--- src/rtl/counter_pkg.sv ---
// counter_pkg: shared defaults and control pin map for the counter input conditioner
package counter_pkg;
    localparam int DEF_DATA_W          = 8;
    localparam int DEF_SYNC_STAGES     = 2;
    localparam int DEF_DEBOUNCE_CYCLES = 16;
    localparam int N_PINS      = 4;
    localparam int PIN_ENABLE  = 0;
    localparam int PIN_CLK_IN  = 1;
    localparam int PIN_LOAD    = 2;
    localparam int PIN_UP_DOWN = 3;
endpackage

--- src/rtl/sync_debounce.sv ---
// sync_debounce: synchroniser chain followed by a hold-time debounce filter for one bit
module sync_debounce
    import counter_pkg::*;
#(
    parameter int SYNC_STAGES     = DEF_SYNC_STAGES,
    parameter int DEBOUNCE_CYCLES = DEF_DEBOUNCE_CYCLES
) (
    input  logic clk,
    input  logic rst,
    input  logic din,
    output logic dout
);
    localparam int CW = $clog2(DEBOUNCE_CYCLES + 1);
    logic [SYNC_STAGES-1:0] sync;
    logic [CW-1:0]          cnt;
    always_ff @(posedge clk or posedge rst) begin
        if (rst) begin
            sync <= '0;
            cnt  <= '0;
            dout <= 1'b0;
        end else begin
            sync <= {sync[SYNC_STAGES-2:0], din};
            if (sync[SYNC_STAGES-1] == dout) begin
                cnt <= '0;
            end else if (cnt == CW'(DEBOUNCE_CYCLES - 1)) begin
                dout <= sync[SYNC_STAGES-1];
                cnt  <= '0;
            end else begin
                cnt <= cnt + CW'(1);
            end
        end
    end
endmodule

--- src/rtl/counter_input_conditioner.sv ---
// counter_input_conditioner: cleans raw counter pins into debounced levels, strobes and a captured preset
module counter_input_conditioner
    import counter_pkg::*;
#(
    parameter int DATA_W          = DEF_DATA_W,
    parameter int SYNC_STAGES     = DEF_SYNC_STAGES,
    parameter int DEBOUNCE_CYCLES = DEF_DEBOUNCE_CYCLES
) (
    input  logic              clk,
    input  logic              rst,
    input  logic              ext_clk_in,
    input  logic              enable_in,
    input  logic              load_in,
    input  logic              up_down_in,
    input  logic [DATA_W-1:0] data_in,
    output logic              count_tick,
    output logic              load_pulse,
    output logic [DATA_W-1:0] load_data,
    output logic              up_down,
    output logic              enable
);
    logic [N_PINS-1:0] raw, db;
    logic [DATA_W-1:0] dsync [SYNC_STAGES];
    logic              clk_q, load_q, rise_clk, rise_load;
    assign raw[PIN_ENABLE]  = enable_in;
    assign raw[PIN_CLK_IN]  = ext_clk_in;
    assign raw[PIN_LOAD]    = load_in;
    assign raw[PIN_UP_DOWN] = up_down_in;
    for (genvar i = 0; i < N_PINS; i++) begin : g_pin
        sync_debounce #(
            .SYNC_STAGES    (SYNC_STAGES),
            .DEBOUNCE_CYCLES(DEBOUNCE_CYCLES)
        ) u_sd (
            .clk (clk),
            .rst (rst),
            .din (raw[i]),
            .dout(db[i])
        );
    end
    assign enable    = db[PIN_ENABLE];
    assign up_down   = db[PIN_UP_DOWN];
    assign rise_clk  = db[PIN_CLK_IN] & ~clk_q;
    assign rise_load = db[PIN_LOAD] & ~load_q;
    // load wins a same-cycle collision; the lost tick is dropped, not deferred
    always_ff @(posedge clk or posedge rst) begin
        if (rst) begin
            dsync      <= '{default: '0};
            clk_q      <= 1'b0;
            load_q     <= 1'b0;
            count_tick <= 1'b0;
            load_pulse <= 1'b0;
            load_data  <= '0;
        end else begin
            dsync[0] <= data_in;
            for (int k = 1; k < SYNC_STAGES; k++) dsync[k] <= dsync[k-1];
            clk_q      <= db[PIN_CLK_IN];
            load_q     <= db[PIN_LOAD];
            count_tick <= rise_clk & db[PIN_ENABLE] & ~rise_load;
            load_pulse <= rise_load;
            if (rise_load) load_data <= dsync[SYNC_STAGES-1];
        end
    end
endmodule
--- config.mk ---
export PLATFORM = sky130hd
export DESIGN_NAME = counter_input_conditioner
export DESIGN_NICKNAME = d
export VERILOG_FILES = /design/src/rtl/counter_pkg.sv /design/src/rtl/sync_debounce.sv /design/src/rtl/counter_input_conditioner.sv
export SDC_FILE = /design/constraint.sdc
export NUM_CORES = 1
export LEC_CHECK = 0
export ABC_AREA = 0
export CAP_MARGIN = 20
export CORE_MARGIN = 2
export CORE_UTILIZATION = 40
export CTS_CLUSTER_SIZE = 12
export DETAILED_ROUTE_END_ITERATION = 6
export HOLD_SLACK_MARGIN = 0.05
export PLACE_DENSITY = 0.64
export SYNTH_ARGS = -nofsm -noshare
export SYNTH_HDL_FRONTEND = slang
export SYNTH_SLANG_ARGS = --single-unit
--- constraint.sdc ---
create_clock -name clk -period 2.41 [get_ports clk]
set_clock_uncertainty 0.05 [all_clocks]
set_input_delay 0.3615 -clock clk [delete_from_list [all_inputs] [get_ports clk]]
set_output_delay 0.3615 -clock clk [all_outputs]
set_load 0.05 [all_outputs]
* Yosys cells after proc, flatten, opt, wreduce, memory -nomap -nowiden
Cells that the tools add are included.
Storage, ports and cells: register bits after elaboration 60, input port bits 14, output and inout bits 12, word-level logic and storage cells 54
Operators by class: $add $sub $neg 4, equal/unequal tests 8, multiplexer cells 8, bitwise gates (word level) 11, reductions and logical operators 4
Operators by type and width (number):
- 5-bit two-way mux | 8
- 5-bit by 1-bit adder with 5-bit output (second input constant) | 4
- 5-bit by 4-bit equality test with 1-bit output (second input constant) | 4
- 2-bit AND reduction | 4
- 1-bit inverter | 7
- 1-bit bitwise AND | 4
- 1-bit equality test | 4

* Logic depth before layout (Yosys ltp)
Gate-level depths: netlist of the first run.
depth after elaboration 4, mapped depth 4, depth with buffers taken out 4

* Modules after synthesis
From an unflattened synthesis of the first run, not the netlist that was laid out.
Second synthesis, totals: cells, all modules 137, area, all modules 2128.3 µm²
By module, submodules not included:
- sync_debounce | instances 4, cells each 24, area an instance 315.3 µm², sequential area each 200.2 µm²
- counter_input_conditioner | instances 1, cells each 41, area an instance 867.1 µm², sequential area each 700.7 µm²

* Least setup slack after synthesis of the first run
No wires, ideal clock.
path kind flip-flop to flip-flop, start point register g_pin[0].u_sd.dout, end point register g_pin[0].u_sd.cnt[3], library setup time 72 ps, arrival 1112 ps, data required time 2288 ps, path slack 1176 ps, stages on the path, launching flop included 4, buffers on the path 0, clock period less this slack 1234 ps, path through dfrtp_1 > xor2_1 > o21ai_0 > nor2_1
On the way: longest elaborated chain between the ends 2
RTL lines:
- start: declaration | line sync_debounce.sv:11 | output logic dout
- start signal: assignment | line sync_debounce.sv:26 | dout <= sync[SYNC_STAGES-1];
- 1-bit equality test | line sync_debounce.sv:23 | if (sync[SYNC_STAGES-1] == dout) begin
- 5-bit two-way mux | line sync_debounce.sv:23
- end signal: assignment | line sync_debounce.sv:29 | cnt <= cnt + CW'(1);
- end: declaration | line sync_debounce.sv:15 | logic [CW-1:0] cnt;
Every way passes these cells. A chain may end at the register's enable or synchronous reset.

* Worst setup path after layout of the first run
start point register g_pin[0].u_sd.dout, end point output enable
RTL lines:
- end: declaration | line counter_input_conditioner.sv:20 | output logic enable
No word-level cell between the ends.

==> results of run 1 <==
-- power by group through the flow --
stage                     registers (mW)  logic, mW  clock network [mW]
after floorplan                     1.09     0.0468                   0
after global routing                1.07      0.104               0.882
after CTS                           1.07     0.0948               0.825
final                               1.07     0.0916               0.799
after detailed placement            1.08     0.0947                   0
after global placement              1.08     0.0882                   0
-- layout by cell type (no fill, tap or decap), drive strengths merged --
cell           Yosys  layout
and2               4       4
and3               4       4
buf                1       1
clkbuf             0      15
clkdlybuf4s50      0      25
clkinv             0       1
dfrtp             60      60
ha                 4       4
inv                5       5
mux2              12      12
nand2              1       1
nand3              8       8
nor2              16      16
nor2b              1       1
nor3               1       1
o21ai              4       4
xor2              12      12
-- per-layer routing --
metal | track usage (%) | share of wire [%]
met3 | 6.349 | 3.8
met2 | 18.16 | 50
met1 | 15.71 | 45
met5 | 0 | 0
met4 | 4.678 | 1.8
-- synth_stat cells (4+ instances only) --
cell / number / area share, %
xor2_1: 12 / 5.1
dfrtp_1: 60 / 73
inv_1: 5 / 0.91
mux2_4: 8 / 5.9
nor2_1: 16 / 2.9
mux2_2: 4 / 2.2
o21ai_0: 4 / 0.98
ha_1: 4 / 2.4
and2_1: 4 / 1.2
and3_1: 4 / 1.2
nand3_1: 8 / 2.0
-- logic make-up (layout without fill, tap and decap cells) --
family | count (synthesis) | after routing
multiplexers | 12 | 12
buffers and inverters | 6 | 47
AND/OR/NAND/NOR | 35 | 35
flip-flops | 60 | 60
XOR/XNOR | 12 | 12
adder cells (fa/ha/maj) | 4 | 4
AO/OA/AOI/OAI | 4 | 4
-- cell type report --
class                   instances  area share [%]
inverters                       5          0.7296
well taps                      70           3.405
repair buffers                 26           10.51
flip-flops and latches         60           58.37
multi-input cells              67           19.94
clock inverters                 1          0.1946
clock buffers                  15           6.858
-- worst max-delay path by stage --
stage,start,to,cells past startpoint
2_1_floorplan,rst,clk_q,1
3_3_place_gp,g_pin[0].u_sd.dout,enable,1
3_5_place_dp,g_pin[0].u_sd.dout,enable,1
4_1_cts,g_pin[0].u_sd.dout,enable,1
5_1_grt,g_pin[0].u_sd.dout,enable,1
6_report,g_pin[0].u_sd.dout,enable,1
-- stage by stage --
step	hold WS (ns)	total power [mW]	instances	setup WS [ns]	instance area, µm²
floorplan	0.2812	1.132	133	0.5138	2053
global placement	0.2818	1.169	228	0.8158	2391
detailed placement	0.2847	1.179	228	0.7947	2391
CTS	0.2997	1.987	244	0.4354	2572
global route	0.3055	2.056	244	0.4071	2572
finish	0.2981	1.957	244	0.4668	2572
-- flip-flops by register name, summed over array words and instances, names as in the netlist --
| name | flops |
|---|---|
| g_pin.u_sd.sync | 8 |
| load_pulse | 1 |
| load_data | 8 |
| clk_q | 1 |
| dsync | 16 |
| g_pin.u_sd.dout | 4 |
| load_q | 1 |
| count_tick | 1 |
| g_pin.u_sd.cnt | 20 |
==> flow_summary.ini, run 1 <==
[placement]
place_congestion = 0.7528
port_buffers = 25
dp_hpwl_um = 2018

[routing]
routed_wirelength_um = 2927
ant_nets = 0
drt_iter0_drc = 30
vias_per_cell = 4.369
dr.pass1.iters = 4
detailroute.via_count = 1066
routedWlPerCell_um = 12.00
drc = 0

[synthesis]
ys.flop_type = dfrtp_1
synth_area_mm2 = 0.002053
synth_top_family_by_area = simple AND/OR/NAND/NOR gates
synth-simple-area-share_pct = 8.410
synth_seq_area_share_pct = 73.13
synth_warnings = 0
synthArstFlopShare_pct = 100.0
yosys.area_share.xor_xnor_pct = 5.119
syn_inst = 133
synthMuxAreaShare_pct = 8.044
synth_adder_area_share_pct = 2.438
syn_nets = 151
synth_seq_cells = 60
synth_compound_area_share_pct = 0.9750
synth_cell_types = 15
synth_edf_count = 0
synth_area_per_cell_um2 = 15.44

[clock_network]
cts_resized = 0
post_cts_buffers = 0
cts_buffers = 9
root_buffer = clkbuf_8
clkTransAtPathRegs_ns = 0.06
clk_path_buf_depth = 2
insertion_delay_ns = 0.32
hold_buffers = 0
cts_sinks = 60
cts_tree = done
htreeDepth = 3

[finish]
nets = 187
fillers = 425
seq_area_mm2 = 0.001501
diodes = 0
fin_util_pct = 51.02
drive_gt1_share_pct = 16.09
multiInputGateArea_um2 = 513.0
syn_to_final_growth_pct = 25.29

[power_and_ir_drop]
pwr-share-comb_pct = 4.7
power.density_mw_per_mm2 = 760.9
irDropWorstVdd_mv = 0.3156
internal_power_mw = 1.548
pwr-share-clk_pct = 40.8
switching_power_uw = 409.9
swShare_pct = 20.94
leakage_nw = 1.263
seq_power_share_pct = 54.5

[setup_path]
path_delay_family = buffers and inverters
r2r_end = g_pin[2].u_sd.dout
path_cells = clkdlybuf4s50_1
r2r_setup_slack_ns = 1.07
required_ns = 2.00
crit_type = reg2out
worst_path_max_delay_cell = clkdlybuf4s50_1
crit_buf_inv = 1
endpoint_kind = output port
r2r.worst_path.cells = 4
crit_fanout = 4
slowest_delay_ns = 0.82
crit_arrival_ns = 1.53
startpoint_type = flop
regToRegStartpoint = g_pin[2].u_sd.cnt[0]

[sta]
tightest_slew_ns = 0.4997
max_freq_mhz = 514.6
layout_min_cycle_time_ns = 1.943
fin_crit_sh_pct = 80.63
rsz0062_at_grt = no
hold_viol = 0
final.setup.tns_ns = 0
relSlewSlack_pct = 66.59
finalMaxSlewViolations = 0
finalSetupViolCount = 0

[worst_hold_path]
hp-class = reg2reg
hp-start = dsync[13]
min_path_cells = 0
min_to = dsync[5]

[run]
cap_violations = 0

[floorplan]
core_mm2 = 0.005042
die_height_um = 75.65
die_x_um = 75.65
dieArea_mm2 = 0.005722
initial_core_util_pct = 40.72
rows = 26
io-pin-count = 26

[status]
status = complete, no violations

[global_routing]
antenna_found_initial = 0
grt_use_total_pct = 12.37
grt_pass1_vias = 1086
grt_overflow = 0
grt_start_max_net_pins = 40
grt_pass1_wl_um = 5009
No activity file was read; power rests on OpenSTA's default activity.
==> inputs of run 2 (changes only) <==
--- a/config.mk
+++ b/config.mk
@@ -12,7 +12,7 @@
 export CTS_CLUSTER_SIZE = 12
 export DETAILED_ROUTE_END_ITERATION = 6
 export HOLD_SLACK_MARGIN = 0.05
-export PLACE_DENSITY = 0.64
+export PLACE_DENSITY = 0.66
 export SYNTH_ARGS = -nofsm -noshare
 export SYNTH_HDL_FRONTEND = slang
 export SYNTH_SLANG_ARGS = --single-unit
==> constraint.sdc (replaced) <==
create_clock -name clk -period 1.6 [get_ports clk]
set_clock_uncertainty 0.05 [all_clocks]
set_input_delay 0.24 -clock clk [delete_from_list [all_inputs] [get_ports clk]]
set_output_delay 0.24 -clock clk [all_outputs]
set_load 0.05 [all_outputs]
==> run 2 against run 1 <==
Effect of this change:
- register-to-register slack worse by 0.79 ns
- flip-flop and latch count unchanged
- die area unchanged
- critical path depth up 1
- total power up 46%
- global-route usage up 0.95 points
- combinational power up 56%
- via count up 0.56%
- final area down 0.49%
- hold slack worse by 0.12 ns
- critical path type is now reg2reg
- largest power group unchanged
==> flow_summary.ini, run 2 (synthesis gave the netlist of run 1 again) <==
[status]
status = complete, no violations

[global_routing]
grt_start_max_net_pins = 36
antenna_found_initial = 0
grt_pass1_vias = 1142
grt_pass1_wl_um = 5237
grt_overflow = 0
grt_use_total_pct = 13.32

[setup_path]
startpoint_type = flop
r2r_end = load_data[6]
crit_arrival_ns = 1.47
r2r.worst_path.cells = 2
crit_type = reg2reg
regToRegStartpoint = g_pin[2].u_sd.dout
r2r_setup_slack_ns = 0.28
required_ns = 1.76
crit_fanout = 10
endpoint_kind = flop

[clock_network]
clkTransAtPathRegs_ns = 0.06
cts_tree = done
root_buffer = clkbuf_8
cts_sinks = 60
cts_resized = 0
clk_path_buf_depth = 2
htreeDepth = 3
insertion_delay_ns = 0.33
post_cts_buffers = 0
hold_buffers = 0
cts_buffers = 9

[routing]
routedWlPerCell_um = 12.23
routed_wirelength_um = 2996
ant_nets = 0
drt_iter0_drc = 56
dr.pass1.iters = 4
drc = 0
vias_per_cell = 4.376
detailroute.via_count = 1072

[finish]
seq_area_mm2 = 0.001501
final_cell_area_mm2 = 0.002560
largest_register = g_pin.u_sd.cnt
nets = 188
layout_commonest_cell = dfrtp_1
fillers = 443
layout_common_cells = dfrtp_1, nor2_1, clkdlybuf4s50_1
finalNonFillerCells = 245
multiInputGateArea_um2 = 513.0
diodes = 0
largest_register_ffs = 20
syn_to_final_growth_pct = 24.68
drive_gt1_share_pct = 22.86
top_regs = g_pin.u_sd.cnt (20), dsync (16)

[sta]
hold_viol = 0
rsz0062_at_grt = no
layout_min_cycle_time_ns = 1.317
max_freq_mhz = 759.1
finalSetupViolCount = 0
fin_crit_sh_pct = 82.33
relSlewSlack_pct = 73.66
finalMaxSlewViolations = 0
tightest_slew_ns = 0.3942
final.setup.tns_ns = 0

[floorplan]
die_height_um = 75.65
rows = 26
die_x_um = 75.65
core_mm2 = 0.005042
io-pin-count = 26
dieArea_mm2 = 0.005722
initial_core_util_pct = 40.72

[placement]
dp_cells = 229
place_congestion = 0.6638
post_dp_cell_area_mm2 = 0.002397
port_buffers = 25
dp_hpwl_um = 2097

[power_and_ir_drop]
power.density_mw_per_mm2 = 1119
leakage_nw = 1.287
total_power_mw = 2.864
irDropWorstVdd_mv = 0.5385

[run]
cap_violations = 0

[worst_hold_path]
hp-class = in2async
==> run 2: final cells by class <==
class                      instances  share of cell area, %
clock buffer                      14                  5.963
clock inverter                     2                 0.3910
inverter                           5                 0.8798
multi-input combinational         67                  20.04
sequential                        60                  58.65
tap                               70                  3.421
timing repair buffer              27                  10.65
==> run 2: power breakdown <==
group / internal, mW / switching, mW
Sequential: 1.58 / 0.0304
Clock: 0.601 / 0.514
Combinational: 0.0694 / 0.0732
Total: 2.25 / 0.618
==> run 2: per-layer routing <==
metal / global-route usage (%) / wire length (µm) / vias to the layer above / part of all wire (%)
li1: - / - / 510 / -
met1: 15.96 / 1314 / 533 / 44
met2: 18.84 / 1468 / 21 / 49
met3: 5.556 / 120 / 8 / 4.0
met4: 10.53 / 92 / 0 / 3.1
met5: 0 / 0 / - / 0
==> run 2: stage by stage <==
stage | utilization, % | hold slack [ns] | setup slack, ns
after global placement | 47.54 | 0.2825 | 0.3111
final | 50.77 | 0.1741 | 0.2827
after CTS | 50.77 | 0.1649 | 0.2559
after detailed placement | 47.54 | 0.2872 | 0.2722
after floorplan | - | 0.2214 | 0.3663
after global routing | 50.77 | 0.1833 | 0.1493
==> run 2: worst max path at each step <==
stage / startpoint / endpoint / slack [ns] / cells past startpoint
after floorplan: g_pin[0].u_sd.dout / g_pin[0].u_sd.cnt[3] / 0.37 / 3
after global placement: g_pin[2].u_sd.dout / load_data[6] / 0.31 / 2
after detailed placement: g_pin[2].u_sd.dout / load_data[2] / 0.27 / 2
after CTS: g_pin[2].u_sd.dout / load_data[6] / 0.26 / 2
after global routing: g_pin[0].u_sd.cnt[0] / g_pin[0].u_sd.cnt[3] / 0.15 / 4
final: g_pin[2].u_sd.dout / load_data[6] / 0.28 / 2
==> run 2: critical path, cell delays in order (launching register included) <==
cell and delay, ns:
dfrtp_1 0.41, nor2b_4 0.41, mux2_4 0.33
==> inputs of run 3 (changes only) <==
==> constraint.sdc (replaced) <==
create_clock -name clk -period 1.2 [get_ports clk]
set_clock_uncertainty 0.05 [all_clocks]
set_input_delay 0.18 -clock clk [delete_from_list [all_inputs] [get_ports clk]]
set_output_delay 0.18 -clock clk [all_outputs]
set_load 0.05 [all_outputs]
==> run 3 against run 2 <==
Effect of this change:
- the run now ends with negative setup slack left
- critical path depth rose by 2
- final cell count increased by 5.7%
- core utilization is 8.2 points higher
==> flow_summary.ini, run 3 (synthesis gave the netlist of run 1 again) <==
[status]
status = finished, violations left
failed_checks = negative setup slack

[global_routing]
busiest_layer = met2
grt_use_total_pct = 13.53
use_met3_pct = 6.085
grt_overflow = 0
grt_pass1_wl_um = 5395
use_met2_pct = 20.48
antenna_found_initial = 0
grt_pass1_vias = 1173
grt_start_max_net_pins = 42
grt_use_met1_pct = 16.40

[run]
cap_violations = 0

[setup_path]
path_delay_family = flip-flops
path_cells = ha_4, nand3_4, nor2_4, mux2_4
crit_arrival_ns = 1.41
required_ns = 1.36
crit_buf_inv = 0
regToRegStartpoint = g_pin[3].u_sd.cnt[1]
slowest_delay_ns = 0.40
r2r.worst_path.cells = 4
r2r_setup_slack_ns = -0.04
endpoint_kind = flop
worst_path_max_delay_cell = dfrtp_1
startpoint_type = flop
r2r_end = g_pin[3].u_sd.dout
crit_fanout = 3
crit_type = reg2reg

[sta]
whs_ns = 0.1921
max_freq_mhz = 804.8
finalMaxSlewViolations = 0
rsz0062_at_grt = yes
hold_viol = 0
relSlewSlack_pct = 79.50
tightest_slew_ns = 0.3043
finalSetupViolCount = 6
layout_min_cycle_time_ns = 1.243
fin_crit_sh_pct = 103.5
worst_slack_ns = -0.04250

[routing]
detailroute.via_count = 1141
vias_per_cell = 4.405
routedWlPerCell_um = 12.70
drc = 0
ant_nets = 0
dr.pass1.iters = 4
drt_iter0_drc = 48
routed_wirelength_um = 3290

[finish]
top_regs = g_pin.u_sd.cnt (20), dsync (16)
largest_register_ffs = 20
nets = 202
syn_to_final_growth_pct = 44.85
drive_gt1_share_pct = 40.21
largest_register = g_pin.u_sd.cnt
layout_commonest_cell = dfrtp_1
layout_common_cells = dfrtp_1, buf_12, clkbuf_8
diodes = 0
final_cell_area_mm2 = 0.002974
fin_util_pct = 58.98
fillers = 388

[floorplan]
dieArea_mm2 = 0.005722
io-pin-count = 26
core_mm2 = 0.005042
die_x_um = 75.65
initial_core_util_pct = 40.72
rows = 26
die_height_um = 75.65

[power_and_ir_drop]
switching_power_uw = 863.9
power.density_mw_per_mm2 = 1394
internal_power_mw = 3.283
swShare_pct = 20.83
leakage_nw = 1.402
irDropWorstVdd_mv = 0.8746
total_power_mw = 4.147
pwr-share-clk_pct = 41.8
seq_power_share_pct = 51.8
pwr-share-comb_pct = 6.4

[clock_network]
clkTransAtPathRegs_ns = 0.06
cts_tree = done
root_buffer = clkbuf_8
hold_buffers = 0
clk_path_buf_depth = 2
cts_sinks = 60
htreeDepth = 3
insertion_delay_ns = 0.33
cts_buffers = 9

[placement]
post_dp_cell_area_mm2 = 0.002665
port_buffers = 25
place_congestion = 0.7492
dp_hpwl_um = 2188

[worst_hold_path]
hp-class = in2async
==> run 3: stage by stage <==
step | cells | TNS (ns) | setup WS, ns
6_report | 259 | -0.1289 | -0.04250
5_1_grt | 259 | -0.5155 | -0.08379
4_1_cts | 257 | -0.1005 | -0.03632
3_5_place_dp | 237 | -0.4013 | -0.07812
3_3_place_gp | 237 | -0.01602 | -0.01322
2_1_floorplan | 133 | -0.01652 | -0.008262
==> run 3: worst max path at each step <==
stage | endpoint | startpoint | depth (start not counted)
floorplan | g_pin[1].u_sd.dout | g_pin[1].u_sd.cnt[0] | 4
global placement | g_pin[3].u_sd.dout | g_pin[3].u_sd.cnt[1] | 4
detailed placement | g_pin[3].u_sd.cnt[0] | g_pin[3].u_sd.cnt[0] | 4
CTS | g_pin[3].u_sd.dout | g_pin[3].u_sd.cnt[0] | 4
global route | g_pin[2].u_sd.dout | g_pin[2].u_sd.cnt[1] | 4
finish | g_pin[3].u_sd.dout | g_pin[3].u_sd.cnt[1] | 4
==> run 3: per-layer routing <==
layer | vias to the layer above | wire length [µm]
met1 | 579 | 1328
met4 | 0 | 36
met3 | 4 | 144
met5 | - | 0
li1 | 532 | -
met2 | 26 | 1780
==> run 3: worst reg2reg max path: stages (launching register included) <==
cell and delay (ns):
dfrtp_1 0.40, ha_4 0.17, nand3_4 0.09, nor2_4 0.13, mux2_4 0.30
==> run 3: timing repair <==
item,CTS,global route
setup buffers,4,2
pin swaps,6,4
gates resized for setup,2,12
setup endpoints to repair,14,18
cloned,0,0
==> run 3: area by class of cell <==
type	instances	area [µm²]	area share, %
Sequential cell	60	1504	50.57
Multi-Input combinational cell	67	628.1	21.12
Timing Repair Buffer	41	531.8	17.88
Clock buffer	16	200.2	6.731
Tap cell	70	87.58	2.945
Inverter	5	22.52	0.7573
==> run 3: power groups by stage <==
stage               sequential [mW]  combinational (mW)  clock, mW
floorplan                      2.18              0.0987          0
CTS                            2.14               0.248       1.79
detailed placement             2.18               0.233          0
finish                         2.15               0.266       1.73
global route                   2.16               0.295       1.87
global placement               2.17               0.217          0
